`config.mk`:
```
export PLATFORM = sky130hd
export DESIGN_NAME = muldiv_seq
export DESIGN_NICKNAME = d
export VERILOG_FILES = /design/src/rtl/muldiv_seq_pkg.sv /design/src/rtl/muldiv_div_step.sv /design/src/rtl/muldiv_seq.sv
export SDC_FILE = /design/constraint.sdc
export NUM_CORES = 2
export LEC_CHECK = 0
export BUFFER_PORTS_ARGS = -buffer_cell sky130_fd_sc_hd__buf_2
export CORE_MARGIN = 2
export CORE_UTILIZATION = 48
export CTS_CLUSTER_SIZE = 10
export DETAILED_ROUTE_END_ITERATION = 7
export PLACE_DENSITY = 0.67
export SYNTH_ARGS = -nofsm -noshare
export SYNTH_HDL_FRONTEND = slang
export SYNTH_SLANG_ARGS = --single-unit
```
`constraint.sdc`:
```
create_clock -name clk -period 17.95 [get_ports clk]
set_input_delay 1.795 -clock clk [delete_from_list [all_inputs] [get_ports clk]]
set_output_delay 1.795 -clock clk [all_outputs]
set_load 0.01 [all_outputs]
```
`src/rtl/muldiv_seq_pkg.sv`:
```
// Shared opsel codes, register width and sequencer state encoding for the
// multi-cycle multiply/divide unit.
package muldiv_seq_pkg;

  localparam int REG_WIDTH = 32;

  localparam logic [2:0] ALU_MUL_L = 3'b010;
  localparam logic [2:0] ALU_MUL_H = 3'b011;
  localparam logic [2:0] ALU_DIV   = 3'b100;
  localparam logic [2:0] ALU_REM   = 3'b101;

  typedef enum logic [1:0] {
    IDLE = 2'd0,
    MUL  = 2'd1,
    DIV  = 2'd2,
    DONE = 2'd3
  } state_t;

endpackage

```
`src/rtl/muldiv_div_step.sv`:
```
// One radix-2 restoring division iteration: shift {rem,quo} left by one and
// subtract the divisor when it fits.
module muldiv_div_step #(
  parameter int WIDTH = 32
) (
  input  logic [WIDTH-1:0] i_rem,
  input  logic [WIDTH-1:0] i_quo,
  input  logic [WIDTH-1:0] i_b,
  output logic [WIDTH-1:0] o_rem,
  output logic [WIDTH-1:0] o_quo
);

  logic [WIDTH:0]   w_rem_sh;
  logic [WIDTH-1:0] w_diff;
  logic             w_fits;

  // rem < b holds on entry, so the shifted remainder needs one extra bit and
  // the difference always fits back into WIDTH bits.
  assign w_rem_sh = {i_rem, i_quo[WIDTH-1]};
  assign w_fits   = (w_rem_sh >= {1'b0, i_b});
  assign w_diff   = w_rem_sh[WIDTH-1:0] - i_b;

  assign o_rem = w_fits ? w_diff : w_rem_sh[WIDTH-1:0];
  assign o_quo = {i_quo[WIDTH-2:0], w_fits};

endmodule

```
`src/rtl/muldiv_seq.sv`:
```
// Multi-cycle multiply/divide sequencer beside the EX stage: one-cycle
// registered product, WIDTH-cycle restoring divide, valid/ready handshake.
module muldiv_seq
  import muldiv_seq_pkg::*;
#(
  parameter int WIDTH = REG_WIDTH,
  parameter int CNT_W = 6
) (
  input  logic             clk,
  input  logic             rst_n,
  input  logic             flush,
  input  logic             req_valid,
  output logic             req_ready,
  input  logic [2:0]       req_op,
  input  logic [WIDTH-1:0] req_a,
  input  logic [WIDTH-1:0] req_b,
  output logic             resp_valid,
  input  logic             resp_ready,
  output logic [WIDTH-1:0] resp_result,
  output logic             resp_ovf,
  output logic             resp_cf,
  output logic             busy
);

  state_t             r_state;
  state_t             w_state_nxt;
  logic               r_sel;
  logic [WIDTH-1:0]   r_quo;
  logic [WIDTH-1:0]   r_rem;
  logic [WIDTH-1:0]   r_b;
  logic [WIDTH-1:0]   r_result;
  logic [CNT_W-1:0]   r_cnt;

  logic               w_is_mul;
  logic               w_is_div;
  logic               w_b_zero;
  logic               w_last;
  logic [2*WIDTH-1:0] w_prod;
  logic [WIDTH-1:0]   w_rem_nxt;
  logic [WIDTH-1:0]   w_quo_nxt;

  assign w_is_mul = (req_op == ALU_MUL_L) || (req_op == ALU_MUL_H);
  assign w_is_div = (req_op == ALU_DIV) || (req_op == ALU_REM);
  assign w_b_zero = (req_b == '0);
  assign w_last   = (r_cnt == CNT_W'(WIDTH - 1));
  // r_quo doubles as the multiplicand register during MUL.
  assign w_prod   = (2*WIDTH)'(r_quo) * (2*WIDTH)'(r_b);

  muldiv_div_step #(.WIDTH(WIDTH)) u_div_step (
    .i_rem (r_rem),
    .i_quo (r_quo),
    .i_b   (r_b),
    .o_rem (w_rem_nxt),
    .o_quo (w_quo_nxt)
  );

  always_ff @(posedge clk or negedge rst_n) begin
    if (!rst_n) r_state <= IDLE;
    else        r_state <= w_state_nxt;
  end

  always_comb begin
    w_state_nxt = r_state;
    if (flush) begin
      w_state_nxt = IDLE;
    end else begin
      case (r_state)
        IDLE: if (req_valid) begin
          if (w_is_mul)                   w_state_nxt = MUL;
          else if (w_is_div && !w_b_zero) w_state_nxt = DIV;
          else                            w_state_nxt = DONE;
        end
        MUL:     w_state_nxt = DONE;
        DIV:     if (w_last) w_state_nxt = DONE;
        DONE:    if (resp_ready) w_state_nxt = IDLE;
        default: w_state_nxt = IDLE;
      endcase
    end
  end

  always_ff @(posedge clk or negedge rst_n) begin
    if (!rst_n) begin
      r_sel    <= 1'b0;
      r_quo    <= '0;
      r_rem    <= '0;
      r_b      <= '0;
      r_cnt    <= '0;
      r_result <= '0;
    end else if (!flush) begin
      case (r_state)
        IDLE: if (req_valid) begin
          r_sel <= req_op[0];
          r_quo <= req_a;
          r_b   <= req_b;
          r_rem <= '0;
          r_cnt <= '0;
          if (w_is_div && w_b_zero)   r_result <= req_op[0] ? req_a : '1;
          else if (!w_is_mul && !w_is_div) r_result <= '0;
        end
        MUL: r_result <= r_sel ? w_prod[2*WIDTH-1:WIDTH] : w_prod[WIDTH-1:0];
        DIV: begin
          r_rem <= w_rem_nxt;
          r_quo <= w_quo_nxt;
          r_cnt <= r_cnt + 1'b1;
          if (w_last) r_result <= r_sel ? w_rem_nxt : w_quo_nxt;
        end
        default: ;
      endcase
    end
  end

  assign req_ready   = (r_state == IDLE);
  assign busy        = (r_state != IDLE);
  assign resp_valid  = (r_state == DONE);
  assign resp_result = r_result;
  assign resp_ovf    = 1'b0;
  assign resp_cf     = 1'b0;

endmodule

```
==> flow_metrics.tcl <==
set metrics [dict create \
    worstSetupStartpointType "register" \
    drc 0 \
    run_status "finished clean" \
    numCtsBuffers 17 \
    cts_resized 0 \
    seqCellArea_um2 3436 \
    synth_seq_cells 137 \
    yosysTopAreaCell "fa_1" \
    cts_tree "built" \
    top_layer "met4" \
    finalNetCount 5892 \
    drive_above_1_share_pct 6.280 \
    critPathLaunch "r_quo[16]$_DFFE_PN0P_" \
    fillers 8134 \
    die_y_um 300.1 \
    cp.arrival_ns 9.13 \
    synth_top_cell_area_share_pct 42.67 \
    vias 32600 \
    path_class "reg -> reg" \
    ys_types 79 \
    clock-sinks 137 \
    relSlewSlack_pct 31.79 \
    slew_violations 0 \
    wl_met1_um 52050 \
    ys.flop_type "dfrtp_1" \
    met3_length_um 9046 \
    async_reset_ff_share_pct 100.0 \
    finalCritPeriodShare_pct 48.81 \
    final.setup.tns_ns 0 \
    syn_area_per_cell_um2 8.939 \
    layout.cells.most_common "inv_1" \
    clk_latency_ns 0.47 \
    dr.pass1.iters 7 \
    dr.first_iter.drc_count 2323 \
    placementRows 108 \
    clock_path_buffers 2 \
    synth_area_um2 42090 \
    layout_common_cells "inv_1 (931), fa_1 (897), nand2_1 (614)" \
    finalSetupViolations 0 \
    cp.required_ns 18.32 \
    overflow 0 \
    wirelength_um 123400 \
    dr_wl_met2_um 58530 \
    postCtsHoldBufs 0 \
    syn_to_final_growth_pct 4.876 \
    path_cells "and2_1 -> fa_1 -> fa_1 -> fa_1 -> inv_1 -> fa_1 -> inv_1 -> fa_1 -> fa_1 -> fa_1 -> fa_1 -> ha_1 -> and2_1 -> nand3_1 -> a2111oi_0 -> a211o_1 -> a21o_1 -> a41oi_2 -> o31ai_1 -> a21boi_0 -> xor2_1 -> a211oi_1 -> o31a_1" \
    cts_max_level 4 \
    die_area_um2 90060 \
    cp-end-kind "register" \
    grt_pass1_vias 34700 \
    critPathMostFrequentCell "fa_1" \
    cap_violations 0 \
    die_w_um 300.1 \
    coreArea_um2 86890 \
    slowest_stage "dfrtp_2" \
    skew_ns 0.02191 \
    start_util_pct 48.44 \
    dp_hpwl_um 95350 \
    synth-edff-count 0 \
    place_congestion 0.9396 \
    cts.reportedPaths.clkPinSlew_ns 0.08 \
    num_antenna_cells 0 \
    dp_slack_ns 9.448 \
    crit_fanout 35 \
    avgViaCountPerCell 5.631 \
    fin_crit_ns 8.761 \
    track_usage_pct 28.57 \
    num_io_pins 109 \
    yosysWarnings 0 \
    multi_input_area_um2 34100 \
    postRouteAntennaNets 0 \
    max_slew.worst_pin.slew_ns 1.023 \
    grt_pass1_wl_um 198800 \
    port_buffers 106 \
    max_freq_mhz 114.1 \
    hold_violations 0 \
    r2r_start "r_quo[16]$_DFFE_PN0P_" \
    setup_ws_ns 9.189 \
    hp-start "r_quo[9]$_DFFE_PN0P_" \
    hold_class "reg -> reg" \
    wl_per_cell_um 21.32 \
    post-cts-setup-buffers 0 \
    slowest_delay_ns 0.96 \
    cts-root-buf "clkbuf_16" \
    syn_inst 4708 \
    antenna_found_initial 1 \
    grt_start_max_net_pins 90 \
    synth_area_leaders "fa_1 (43%), ha_1 (9.0%), and2_1 (8.3%)" \
    ys_seq_area_share_pct 8.146 \
    rsz0062_at_grt "no" \
]
[logic make-up (layout without fill, tap and decap cells)]
logic type	after synthesis	count (layout)	share of synthesized area, %
compound gates	541	541	8.500
xor+xnor	87	87	1.811
fa+ha+maj	1199	1199	51.65
buf+inv	1221	1146	10.93
flops	137	137	8.146
mux	79	79	1.986
other cells	1	2	0.008910
simple gates	1443	1443	16.98
[path summary, 6_finish.rpt]
| kind | endpoint | slack [ns] | cells after the start |
|---|---|---|---|
| min reg2reg | r_quo[9]$_DFFE_PN0P_ | 0.49 | 2 |
| min | r_quo[9]$_DFFE_PN0P_ | 0.49 | 2 |
| max in group asynchronous | r_sel$_DFFE_PN0P_ | 15.24 | 2 |
| max | resp_result[23]$_DFFE_PN0P_ | 9.19 | 23 |
| max reg2reg | resp_result[23]$_DFFE_PN0P_ | 9.19 | 23 |
| min in group asynchronous | r_cnt[5]$_DFFE_PN0P_ | 1.35 | 1 |
[flip-flops by register name, indices dropped and copies added (netlist names)]
| register | flops |
|---|---|
| r_state | 2 |
| r_cnt | 6 |
| r_sel | 1 |
| r_rem | 32 |
| r_b | 32 |
| r_quo | 32 |
| resp_result | 32 |
[critical path: cells and delay by family, from the launching register on]
family / cells / cell delay [ns]
flops: 1 / 0.96
fa+ha+maj: 9 / 4.34
compound gates: 8 / 2.31
xor+xnor: 1 / 0.25
buf+inv: 2 / 0.11
simple gates: 3 / 0.57
[stage by stage]
step	hold slack [ns]	instances	cell area, um2	utilization (%)
4_1_cts	0.4887	5789	44140	50.80
2_1_floorplan	0.4653	4709	42090	-
6_report	0.4917	5789	44140	50.80
5_1_grt	0.5410	5789	44140	50.80
3_5_place_dp	0.4721	5757	43580	50.15
3_3_place_gp	0.4617	5757	43580	50.15
[area by class of cell]
type | count | share of cell area (%)
inverter | 933 | 7.935
tap | 1155 | 3.274
sequential | 137 | 7.784
timing repair buffer | 181 | 2.492
clock inverter | 15 | 0.3033
multi-input combinational | 3351 | 77.25
clock buffer | 17 | 0.9638
[cells in the mapped netlist, types with 43 or more instances]
| library cell | count |
|---|---|
| mux2i_1 | 43 |
| ha_1 | 302 |
| o21ai_0 | 138 |
| clkbuf_1 | 270 |
| a21o_1 | 48 |
| dfrtp_1 | 137 |
| xnor2_1 | 51 |
| a21oi_1 | 136 |
| inv_1 | 931 |
| nand2_1 | 614 |
| nor2_1 | 120 |
| and2_1 | 561 |
| fa_1 | 897 |
[metal layers]
metal	track usage (%)	vias to the layer above
met1	39.08	17010
met2	47.05	1210
met3	4.661	206
met4	8.190	0
li1	-	14170
met5	0	-
Power is left out: the tool's default activity adds up to more than one toggle a clock period on the data nets, which glitch-free logic cannot reach.
